## src/rtl/flow_table_lookup_pkg.sv

```systemverilog
// Shared OpenFlow header layout macros and lookup-engine types.
// Optional build macro FLOW_TABLE_WILDCARD_EN enables per-entry care masks.
`ifndef OF_HEADER_DEFS
`define OF_HEADER_DEFS
`define OF_HEADER_REG_WIDTH 224
`define OF_TP_DST_POS       0
`define OF_TP_DST_WIDTH     16
`define OF_TP_SRC_POS       16
`define OF_TP_SRC_WIDTH     16
`define OF_NW_DST_POS       32
`define OF_NW_DST_WIDTH     32
`define OF_NW_SRC_POS       64
`define OF_NW_SRC_WIDTH     32
`define OF_NW_PROTO_POS     96
`define OF_NW_PROTO_WIDTH   8
`define OF_DL_TYPE_POS      104
`define OF_DL_TYPE_WIDTH    16
`define OF_DL_DST_POS       120
`define OF_DL_DST_WIDTH     48
`define OF_DL_SRC_POS       168
`define OF_DL_SRC_WIDTH     48
`define OF_IN_PORT_POS      216
`define OF_IN_PORT_WIDTH    8
`endif

package flow_table_lookup_pkg;
    localparam int HDR_W = `OF_HEADER_REG_WIDTH;
    localparam int CNT_W = 32;

    typedef logic [HDR_W-1:0] hdr_t;

    typedef enum logic [1:0] {
        ST_IDLE   = 2'd0,
        ST_SEARCH = 2'd1,
        ST_RESULT = 2'd2
    } lookup_state_e;
endpackage

```

## src/rtl/flow_table_lookup_if.sv

```systemverilog
// Header input, host table-write port, result handshake and statistics bundle.
interface flow_table_lookup_if #(
    parameter int NUM_ENTRIES = 8,
    parameter int IDX_W       = $clog2(NUM_ENTRIES)
);
    import flow_table_lookup_pkg::*;

    hdr_t             header_bus;
    logic             headers_valid;
    logic             tbl_wr_en;
    logic [IDX_W-1:0] tbl_wr_addr;
    hdr_t             tbl_wr_key;
    hdr_t             tbl_wr_mask;
    logic             tbl_wr_valid;
    logic             result_valid;
    logic             result_rdy;
    logic             result_hit;
    logic [IDX_W-1:0] result_index;
    logic [CNT_W-1:0] lookup_cnt;
    logic [CNT_W-1:0] hit_cnt;
    logic [CNT_W-1:0] drop_cnt;

    modport slave (
        input  header_bus, headers_valid,
        input  tbl_wr_en, tbl_wr_addr, tbl_wr_key, tbl_wr_mask, tbl_wr_valid,
        input  result_rdy,
        output result_valid, result_hit, result_index,
        output lookup_cnt, hit_cnt, drop_cnt
    );

    modport master (
        output header_bus, headers_valid,
        output tbl_wr_en, tbl_wr_addr, tbl_wr_key, tbl_wr_mask, tbl_wr_valid,
        output result_rdy,
        input  result_valid, result_hit, result_index,
        input  lookup_cnt, hit_cnt, drop_cnt
    );
endinterface

```

## src/rtl/flow_table_lookup_match.sv

```systemverilog
// flow_entry_match: combinational compare of the captured key against one entry.
// FLOW_TABLE_WILDCARD_EN adds the care-mask input; otherwise the compare is exact.
module flow_entry_match
    import flow_table_lookup_pkg::*;
(
    input  hdr_t key_i,
    input  hdr_t entry_key_i,
`ifdef FLOW_TABLE_WILDCARD_EN
    input  hdr_t entry_mask_i,
`endif
    input  logic entry_valid_i,
    output logic match_o
);
`ifdef FLOW_TABLE_WILDCARD_EN
    assign match_o = entry_valid_i & (((key_i ^ entry_key_i) & entry_mask_i) == '0);
`else
    assign match_o = entry_valid_i & (key_i == entry_key_i);
`endif
endmodule

```

## src/rtl/flow_table_lookup.sv

```systemverilog
// Sequential flow-table matcher: scans one entry per cycle, lowest index wins.
// FLOW_TABLE_WILDCARD_EN selects masked (wildcard) entries instead of exact match.
module flow_table_lookup
    import flow_table_lookup_pkg::*;
#(
    parameter int NUM_ENTRIES = 8,
    parameter int IDX_W       = $clog2(NUM_ENTRIES)
) (
    input  logic clk,
    input  logic reset,
    flow_table_lookup_if.slave bus
);
    lookup_state_e    state_q, state_d;
    hdr_t             key_q, key_d;
    logic [IDX_W-1:0] idx_q, idx_d;
    logic             hv_q;
    logic             hv_start;
    logic             result_hit_q, result_hit_d;
    logic [IDX_W-1:0] result_index_q, result_index_d;
    logic [CNT_W-1:0] lookup_cnt_q, lookup_cnt_d;
    logic [CNT_W-1:0] hit_cnt_q, hit_cnt_d;
    logic [CNT_W-1:0] drop_cnt_q, drop_cnt_d;
    logic             entry_match;

    hdr_t key_mem_q   [NUM_ENTRIES];
    logic valid_mem_q [NUM_ENTRIES];
`ifdef FLOW_TABLE_WILDCARD_EN
    hdr_t mask_mem_q  [NUM_ENTRIES];
`else
    logic unused_mask;
    assign unused_mask = ^bus.tbl_wr_mask;
`endif

    // Table registers: writes land on the next edge, so a same-cycle compare sees old contents.
    generate
        for (genvar gi = 0; gi < NUM_ENTRIES; gi++) begin : g_entry
            logic wr_sel;
            assign wr_sel = bus.tbl_wr_en && (bus.tbl_wr_addr == IDX_W'(gi));

            always_ff @(posedge clk) begin
                if (reset) begin
                    valid_mem_q[gi] <= 1'b0;
                end else if (wr_sel) begin
                    valid_mem_q[gi] <= bus.tbl_wr_valid;
                end
            end

            always_ff @(posedge clk) begin
                if (wr_sel) begin
                    key_mem_q[gi] <= bus.tbl_wr_key;
`ifdef FLOW_TABLE_WILDCARD_EN
                    mask_mem_q[gi] <= bus.tbl_wr_mask;
`endif
                end
            end
        end
    endgenerate

    flow_entry_match u_match (
        .key_i         (key_q),
        .entry_key_i   (key_mem_q[idx_q]),
`ifdef FLOW_TABLE_WILDCARD_EN
        .entry_mask_i  (mask_mem_q[idx_q]),
`endif
        .entry_valid_i (valid_mem_q[idx_q]),
        .match_o       (entry_match)
    );

    assign hv_start = bus.headers_valid & ~hv_q;

    always_comb begin
        state_d        = state_q;
        key_d          = key_q;
        idx_d          = idx_q;
        result_hit_d   = result_hit_q;
        result_index_d = result_index_q;
        lookup_cnt_d   = lookup_cnt_q;
        hit_cnt_d      = hit_cnt_q;
        drop_cnt_d     = drop_cnt_q;

        unique case (state_q)
            ST_IDLE: begin
                if (hv_start) begin
                    key_d        = bus.header_bus;
                    idx_d        = '0;
                    state_d      = ST_SEARCH;
                    lookup_cnt_d = lookup_cnt_q + CNT_W'(1);
                end
            end
            ST_SEARCH: begin
                if (entry_match) begin
                    state_d        = ST_RESULT;
                    result_hit_d   = 1'b1;
                    result_index_d = idx_q;
                    hit_cnt_d      = hit_cnt_q + CNT_W'(1);
                end else if (idx_q == IDX_W'(NUM_ENTRIES - 1)) begin
                    state_d        = ST_RESULT;
                    result_hit_d   = 1'b0;
                    result_index_d = '0;
                end else begin
                    idx_d = idx_q + IDX_W'(1);
                end
            end
            ST_RESULT: begin
                if (bus.result_rdy) begin
                    state_d = ST_IDLE;
                end
            end
            default: state_d = ST_IDLE;
        endcase

        // No queueing: a header starting while busy (including the RESULT exit cycle) is lost.
        if (hv_start && (state_q != ST_IDLE)) begin
            drop_cnt_d = drop_cnt_q + CNT_W'(1);
        end
    end

    always_ff @(posedge clk) begin
        if (reset) begin
            state_q        <= ST_IDLE;
            idx_q          <= '0;
            hv_q           <= 1'b0;
            result_hit_q   <= 1'b0;
            result_index_q <= '0;
            lookup_cnt_q   <= '0;
            hit_cnt_q      <= '0;
            drop_cnt_q     <= '0;
        end else begin
            state_q        <= state_d;
            idx_q          <= idx_d;
            hv_q           <= bus.headers_valid;
            result_hit_q   <= result_hit_d;
            result_index_q <= result_index_d;
            lookup_cnt_q   <= lookup_cnt_d;
            hit_cnt_q      <= hit_cnt_d;
            drop_cnt_q     <= drop_cnt_d;
        end
    end

    always_ff @(posedge clk) begin
        key_q <= key_d;
    end

    assign bus.result_valid = (state_q == ST_RESULT);
    assign bus.result_hit   = result_hit_q;
    assign bus.result_index = result_index_q;
    assign bus.lookup_cnt   = lookup_cnt_q;
    assign bus.hit_cnt      = hit_cnt_q;
    assign bus.drop_cnt     = drop_cnt_q;
endmodule

```

## src/flat_wrapper.sv

```systemverilog
// flat-port wrapper written by rule: the top's interface ports become plain ports
module flow_table_lookup_flat import flow_table_lookup_pkg::*;
#(
    parameter int NUM_ENTRIES = 8,
    parameter int IDX_W       = $clog2(NUM_ENTRIES)
)
  (clk, reset, bus_header_bus, bus_headers_valid, bus_tbl_wr_en, bus_tbl_wr_addr, bus_tbl_wr_key, bus_tbl_wr_mask, bus_tbl_wr_valid, bus_result_rdy, bus_result_valid, bus_result_hit, bus_result_index, bus_lookup_cnt, bus_hit_cnt, bus_drop_cnt);
  flow_table_lookup_if #(.NUM_ENTRIES(NUM_ENTRIES), .IDX_W(IDX_W)) bus_i ();
  input  logic clk;
  input  logic reset;
  input wire logic [$bits(bus_i.header_bus)-1:0] bus_header_bus;
  input wire logic [$bits(bus_i.headers_valid)-1:0] bus_headers_valid;
  input wire logic [$bits(bus_i.tbl_wr_en)-1:0] bus_tbl_wr_en;
  input wire logic [$bits(bus_i.tbl_wr_addr)-1:0] bus_tbl_wr_addr;
  input wire logic [$bits(bus_i.tbl_wr_key)-1:0] bus_tbl_wr_key;
  input wire logic [$bits(bus_i.tbl_wr_mask)-1:0] bus_tbl_wr_mask;
  input wire logic [$bits(bus_i.tbl_wr_valid)-1:0] bus_tbl_wr_valid;
  input wire logic [$bits(bus_i.result_rdy)-1:0] bus_result_rdy;
  output wire logic [$bits(bus_i.result_valid)-1:0] bus_result_valid;
  output wire logic [$bits(bus_i.result_hit)-1:0] bus_result_hit;
  output wire logic [$bits(bus_i.result_index)-1:0] bus_result_index;
  output wire logic [$bits(bus_i.lookup_cnt)-1:0] bus_lookup_cnt;
  output wire logic [$bits(bus_i.hit_cnt)-1:0] bus_hit_cnt;
  output wire logic [$bits(bus_i.drop_cnt)-1:0] bus_drop_cnt;
  assign bus_i.header_bus = bus_header_bus;
  assign bus_i.headers_valid = bus_headers_valid;
  assign bus_i.tbl_wr_en = bus_tbl_wr_en;
  assign bus_i.tbl_wr_addr = bus_tbl_wr_addr;
  assign bus_i.tbl_wr_key = bus_tbl_wr_key;
  assign bus_i.tbl_wr_mask = bus_tbl_wr_mask;
  assign bus_i.tbl_wr_valid = bus_tbl_wr_valid;
  assign bus_i.result_rdy = bus_result_rdy;
  assign bus_result_valid = bus_i.result_valid;
  assign bus_result_hit = bus_i.result_hit;
  assign bus_result_index = bus_i.result_index;
  assign bus_lookup_cnt = bus_i.lookup_cnt;
  assign bus_hit_cnt = bus_i.hit_cnt;
  assign bus_drop_cnt = bus_i.drop_cnt;
  flow_table_lookup #(.NUM_ENTRIES(NUM_ENTRIES), .IDX_W(IDX_W)) u_core (.clk(clk), .reset(reset), .bus(bus_i));
endmodule
```

## config.mk

```make
export PLATFORM = sky130hd
export DESIGN_NAME = flow_table_lookup_flat
export DESIGN_NICKNAME = d
export VERILOG_FILES = /design/src/rtl/flow_table_lookup_pkg.sv /design/src/rtl/flow_table_lookup_if.sv /design/src/rtl/flow_table_lookup_match.sv /design/src/rtl/flow_table_lookup.sv /design/src/flat_wrapper.sv
export SDC_FILE = /design/constraint.sdc
export NUM_CORES = 2
export LEC_CHECK = 0
export BUFFER_PORTS_ARGS = -buffer_cell sky130_fd_sc_hd__buf_2
export CORE_ASPECT_RATIO = 0.8
export CORE_MARGIN = 2
export CORE_UTILIZATION = 28
export DETAILED_ROUTE_END_ITERATION = 7
export GPL_ROUTABILITY_DRIVEN = 0
export PLACE_DENSITY = 0.48
export SYNTH_ARGS = -nofsm -noshare
export SYNTH_HDL_FRONTEND = slang
export SYNTH_SLANG_ARGS = --single-unit
export TNS_END_PERCENT = 5
```

## constraint.sdc

```tcl
create_clock -name clk -period 45 [get_ports clk]
set_clock_uncertainty 0.1 [all_clocks]
set_input_delay 2.25 -clock clk [delete_from_list [all_inputs] [get_ports clk]]
set_output_delay 2.25 -clock clk [all_outputs]
set_load 0.02 [all_outputs]
```

* Word-level counts from Yosys, hierarchy flattened
Memory sizes are Yosys's and may differ from the RTL's. A register that Yosys moved wholly into a read port is not among the register bits.
Cells that the tools add are included.
** Storage, ports and cells
- Register bits after elaboration :: 330
- RAM bits :: 1800
- Input port bits :: 681
- Output and inout bits :: 101
- Memories kept :: 2
** Operators by class
- Add/sub/neg operators :: 4
- Eq/ne operators :: 16
- Muxes and demuxes :: 80
- Bitwise logic cells :: 11
- Reduce and logical (&&, ||, !) cells :: 26
** Memory list
- u_core.key_mem_q :: depth 8, width 224, rd ports 1, clocked after Yosys merged registers in 1, write ports 1, line flow_table_lookup.sv:25 : hdr_t key_mem_q [NUM_ENTRIES];
- u_core.valid_mem_q :: depth 8, width 1, rd ports 1, clocked after Yosys merged registers in 1, write ports 8, line flow_table_lookup.sv:26 : logic valid_mem_q [NUM_ENTRIES];
** Operators with widths (number)
- 2-to-1 mux 224 bit :: 7
- OR reduction 224 bit :: 7
- == test 224 bit :: 1
- adder 32 x 1 -> 32 bit (second input constant) :: 3
- 2-to-1 mux 1 bit :: 51
- 2-to-1 mux 3 bit :: 16
- == test 3 bit (second input constant) :: 5
- logical AND 1 bit :: 9
- 2-to-1 mux 2 bit :: 4
- OR 1 bit :: 8
- == test 3 x 2 -> 1 bit (second input constant) :: 2
- != test 2 bit (second input constant) :: 3
- one-hot mux 2 bit (3 select lines) :: 1
- one-hot mux 3 bit (2 select lines) :: 1
- AND reduction 2 bit :: 3
- nonzero test 2 bit :: 3
- AND reduction 4 bit :: 1
- adder 3 x 1 -> 3 bit (second input constant) :: 1
- == test 3 x 1 -> 1 bit (second input constant) :: 1
- logical NOT 3 bit :: 1
- != test 3 x 1 -> 1 bit (second input constant) :: 1
- AND reduction 3 bit :: 1
- AND 1 bit :: 2
- == test 2 x 1 -> 1 bit (second input constant) :: 1
- 4 further kinds :: 4

* Logic depth before layout (Yosys ltp)
- Word-level depth :: 12
- Gate-level depth with buffers :: 18
- Depth with buffers taken out :: 11

* Modules after synthesis
A second synthesis with hierarchy kept.
** Second synthesis, totals
- Cell total of the unflattened synthesis :: 3883
- Area, all modules :: 82041.2 µm²
** Modules (own cells, without submodules)
- flow_table_lookup :: instances 1, cells an instance 3468, area each 79198.5 µm², seq. area each 62960.4 µm²
- flow_entry_match :: instances 1, cells an instance 415, area each 2842.7 µm², seq. area each 0.0 µm²

* Worst setup path before layout
OpenSTA, ideal clock, no wires.
- Path kind :: input to register
- Start point :: input bus_tbl_wr_addr[2]
- End point :: memory u_core.valid_mem_q[0] (enable)
- Library setup time :: 0.372 ns
- Data arrival time :: 19.060 ns
- Path slack :: 25.468 ns
- Stages on the path :: 2
- Path buffers :: 0
- Cells stage by stage :: nor3_1 -> or2_2
** RTL lines
- start, declared :: line flat_wrapper.sv:14 : input wire logic [$bits(bus_i.tbl_wr_addr)-1:0] bus_tbl_wr_addr;
- end, declared :: line flow_table_lookup.sv:26

==> metrics.md <==
| Metric | Value |
|---|---|
| Slew headroom | `13.1%` |
| Placed instance count | `8587` |
| Synth top area share | `73.4%` |
| Async set-or-reset flop fraction in the synthesized netlist | `0%` |
| Initial Utilization | `28.1%` |
| Period minus WS final | `8650 ps` |
| Hold Path Class | `reg2reg` |
| Pre-CTS setup slack | `36170 ps` |
| CP Launch Type | `flip-flop` |
| Max incr delay on CP | `1040 ps` |
| Finished Layout Cells | `9024` |
| Postcts setup bufs | `0` |
| EDFF count, synth | `2024` |
| CTS tree | `yes` |
| CP max stage cell | `or3b_1` |
| Die H | `490 um` |
| Vias | `43400` |
| Top Ports | `782` |
| Part of the cycle the worst path needs | `19.2%` |
| Sw Pwr | `0.000991 W` |
| Max Fclk | `116 MHz` |
| Most common cell in the synthesized netlist | `edfxtp_1` |
| Power per cell area | `45.5 mW/mm2` |
| Mapped Area | `0.0828 mm2` |
| Gate power share | `5.8%` |
| Clock Path Buffers | `4` |
| CP Class | `reg2reg` |
| Slew Limit Fails | `0` |
| Clock root buffer | `clkbuf_16` |
| Cell variety after synth | `77` |
| Synth warn | `0` |
| CP required | `45600 ps` |
| Total wire length | `258000 um` |
| Crit-path cells | `buf_4, buf_4, buf_4, mux4_2, mux2i_1, xnor2_1, nor4_1, nand4_1, nor4_1, nand4_1, or3b_1, nor4_1, mux2_2` |
| First-pass GRT wire length | `352000 um` |
| All-Layer GR Usage | `16.8%` |
| Die Wd | `612 um` |
| DRC viols | `0` |
| Crit Path Max Fanout | `49` |
| Die area | `0.300 mm2` |
| Placed inst area | `0.0903 mm2` |
| Drt first pass iters | `7` |
| Initial antenna violation count | `150` |
| Post-Synthesis Cells | `4239` |
| # fillers | `28100` |
| Later-pin clock latency in the skew report | `960 ps` |
| Inserted Clock Buffers | `232` |
| Switching Fraction | `22.3%` |
| Final net count | `5637` |
| Flops & latches, synth | `2133` |
| Global route total overflow | `0` |
| Buf+Inv Stages, Crit Path | `3` |
| Seq/Total Area, Yosys | `76.1%` |
| Vias/cell | `4.81` |
| Cell area after layout | `0.0979 mm2` |
| DRT iter0 DRCs | `3901` |
| Post-synth top cells | `edfxtp_1 (2024), mux2i_1 (320), mux4_2 (292)` |
| Vias in the first global route | `43200` |
| Reg area | `0.0630 mm2` |
| Maximum vdd drop | `33.6 uV` |
| Avg WL per Cell | `28.6 um` |
| Area delta synth->final | `18.3%` |
| Fin. Hold Viols | `0` |
| Final setup viols | `0` |
| Worst EP arrival | `9250 ps` |
| Pleak | `31.6 nW` |
| Hold Buf Count CTS | `0` |
| Standard-cell rows | `178` |
| Flop pwr share | `50.9%` |
| Final setup TNS | `0 ps` |
| Clock transition at path regs | `60 ps` |
| Layout cells sized above 1 | `28.1%` |
| Delay-heaviest family, CP | `simple AND/OR/NAND/NOR gates` |
| ANT nets after route | `0` |
| Clock Power Share | `43.2%` |
| Deepest level of the CTS H-tree | `4` |
| Top FF cell, synth | `edfxtp_1` |
| CTS sink count | `2133` |
| Critical Path Sink Type | `flip-flop` |
| Run status | `completed` |
| Area of the multi-input gates | `0.0187 mm2` |
| Largest net degree at the start of global routing | `113` |
| Int Power | `0.00346 W` |
| # port buffers | `557` |
| PostCTS Resize Cnt | `0` |
| Area leader, netlist | `edfxtp_1` |
| Syn avg cell area | `19.5 um2` |
| Core Region | `0.294 mm2` |
| Least-Margin Pin Slew | `1270 ps` |
| Largest cells by area after synthesis | `edfxtp_1 (73%), mux4_2 (7.9%), mux2i_1 (3.9%)` |
| RSZ-0062 raised after global routing | `false` |
| Post-DP HPWL | `168000 um` |
| Max cap viols | `0` |
| Final setup margin | `36350 ps` |
| Synth Net Count | `4925` |
kinds of logic after synthesis:
kind of cell	synth area share [%]
adder cells (fa/ha/maj)	0.0756
AO/OA/AOI/OAI	3.11
AND/OR/NAND/NOR	3.93
buffers and inverters	1.43
XOR/XNOR	1.77
multiplexers	13.6
flip-flops	76.1
worst reg2reg max path: stages, from the launching register on:
cell,delay [ps]
dfxtp_4,710
buf_4,850
buf_4,730
buf_4,800
mux4_2,480
mux2i_1,290
xnor2_1,110
nor4_1,480
nand4_1,700
nor4_1,630
nand4_1,780
or3b_1,1040
nor4_1,450
mux2_2,380
power groups by stage:
stage	Clock [W]	Combinational, W	Sequential [W]
finish	0.00192	0.000260	0.00227
global route	0.00205	0.000279	0.00227
CTS	0.00198	0.000266	0.00227
detailed placement	0	0.000266	0.00231
global placement	0	0.000263	0.00231
floorplan	0	0.000133	0.00232
metal layers:
metal | vias to the layer above | track usage [%] | share of wire (%)
met5 | - | 0 | 0.17
met4 | 70 | 4.46 | 2.9
met3 | 539 | 4.09 | 7.1
met2 | 1374 | 27.6 | 48
met1 | 22700 | 22.0 | 42
li1 | 18800 | - | -
cells in the final DEF (no fill, tap or decap), drive strengths merged, types with 36 or more instances in the layout:
cell type	instances
a21oi	36
a22oi	65
buf	656
clkbuf	279
clkinv	100
dfxtp	109
edfxtp	2024
inv	37
mux2	132
mux2i	320
mux4	292
nand2	102
nand3	51
nand4	51
nor2	160
nor3	55
nor4	40
o21ai	56
o22ai	60
xnor2	78
xor2	89
final cells by class:
cell class              count  area share (%)
diodes                     18          0.0460
flip-flops and latches   2133            64.3
well taps                3870            4.95
inverters                  30           0.130
clock inverters           140            1.56
clock buffers             279            6.18
multi-input cells        1898            19.1
repair buffers            656            3.70
through the flow:
step / util, % / hold WS (ps) / power [W]
after floorplan: - / 365 / 0.00245
after global placement: 30.7 / 360 / 0.00257
after detailed placement: 30.7 / 365 / 0.00258
after CTS: 33.3 / 374 / 0.00451
after global routing: 33.3 / 389 / 0.00460
final: 33.3 / 372 / 0.00445
path summary, 6_finish.rpt:
path,startpoint,end,slack (ps),cells past startpoint
worst max-delay path,flip-flop,u_core.bus.hit_cnt[15],36350,13
worst min-delay path,u_core.bus.result_index[0],u_core.bus.result_index[0],370,2
worst max register to register,flip-flop,u_core.bus.hit_cnt[15],36350,13
worst min register to register,u_core.bus.result_index[0],u_core.bus.result_index[0],370,2
registers in the layout, indices dropped and copies added, names as in the netlist, 2 cells and up, named ones only:
register	count
u_core.idx_q	3
u_core.state_q	2
u_core.bus.lookup_cnt	32
u_core.key_q	224
u_core.bus.hit_cnt	32
u_core.bus.result_index	3
u_core.key_mem_q	1792
u_core.bus.drop_cnt	32
u_core.valid_mem_q	8
(Power assumes the default switching activity.)
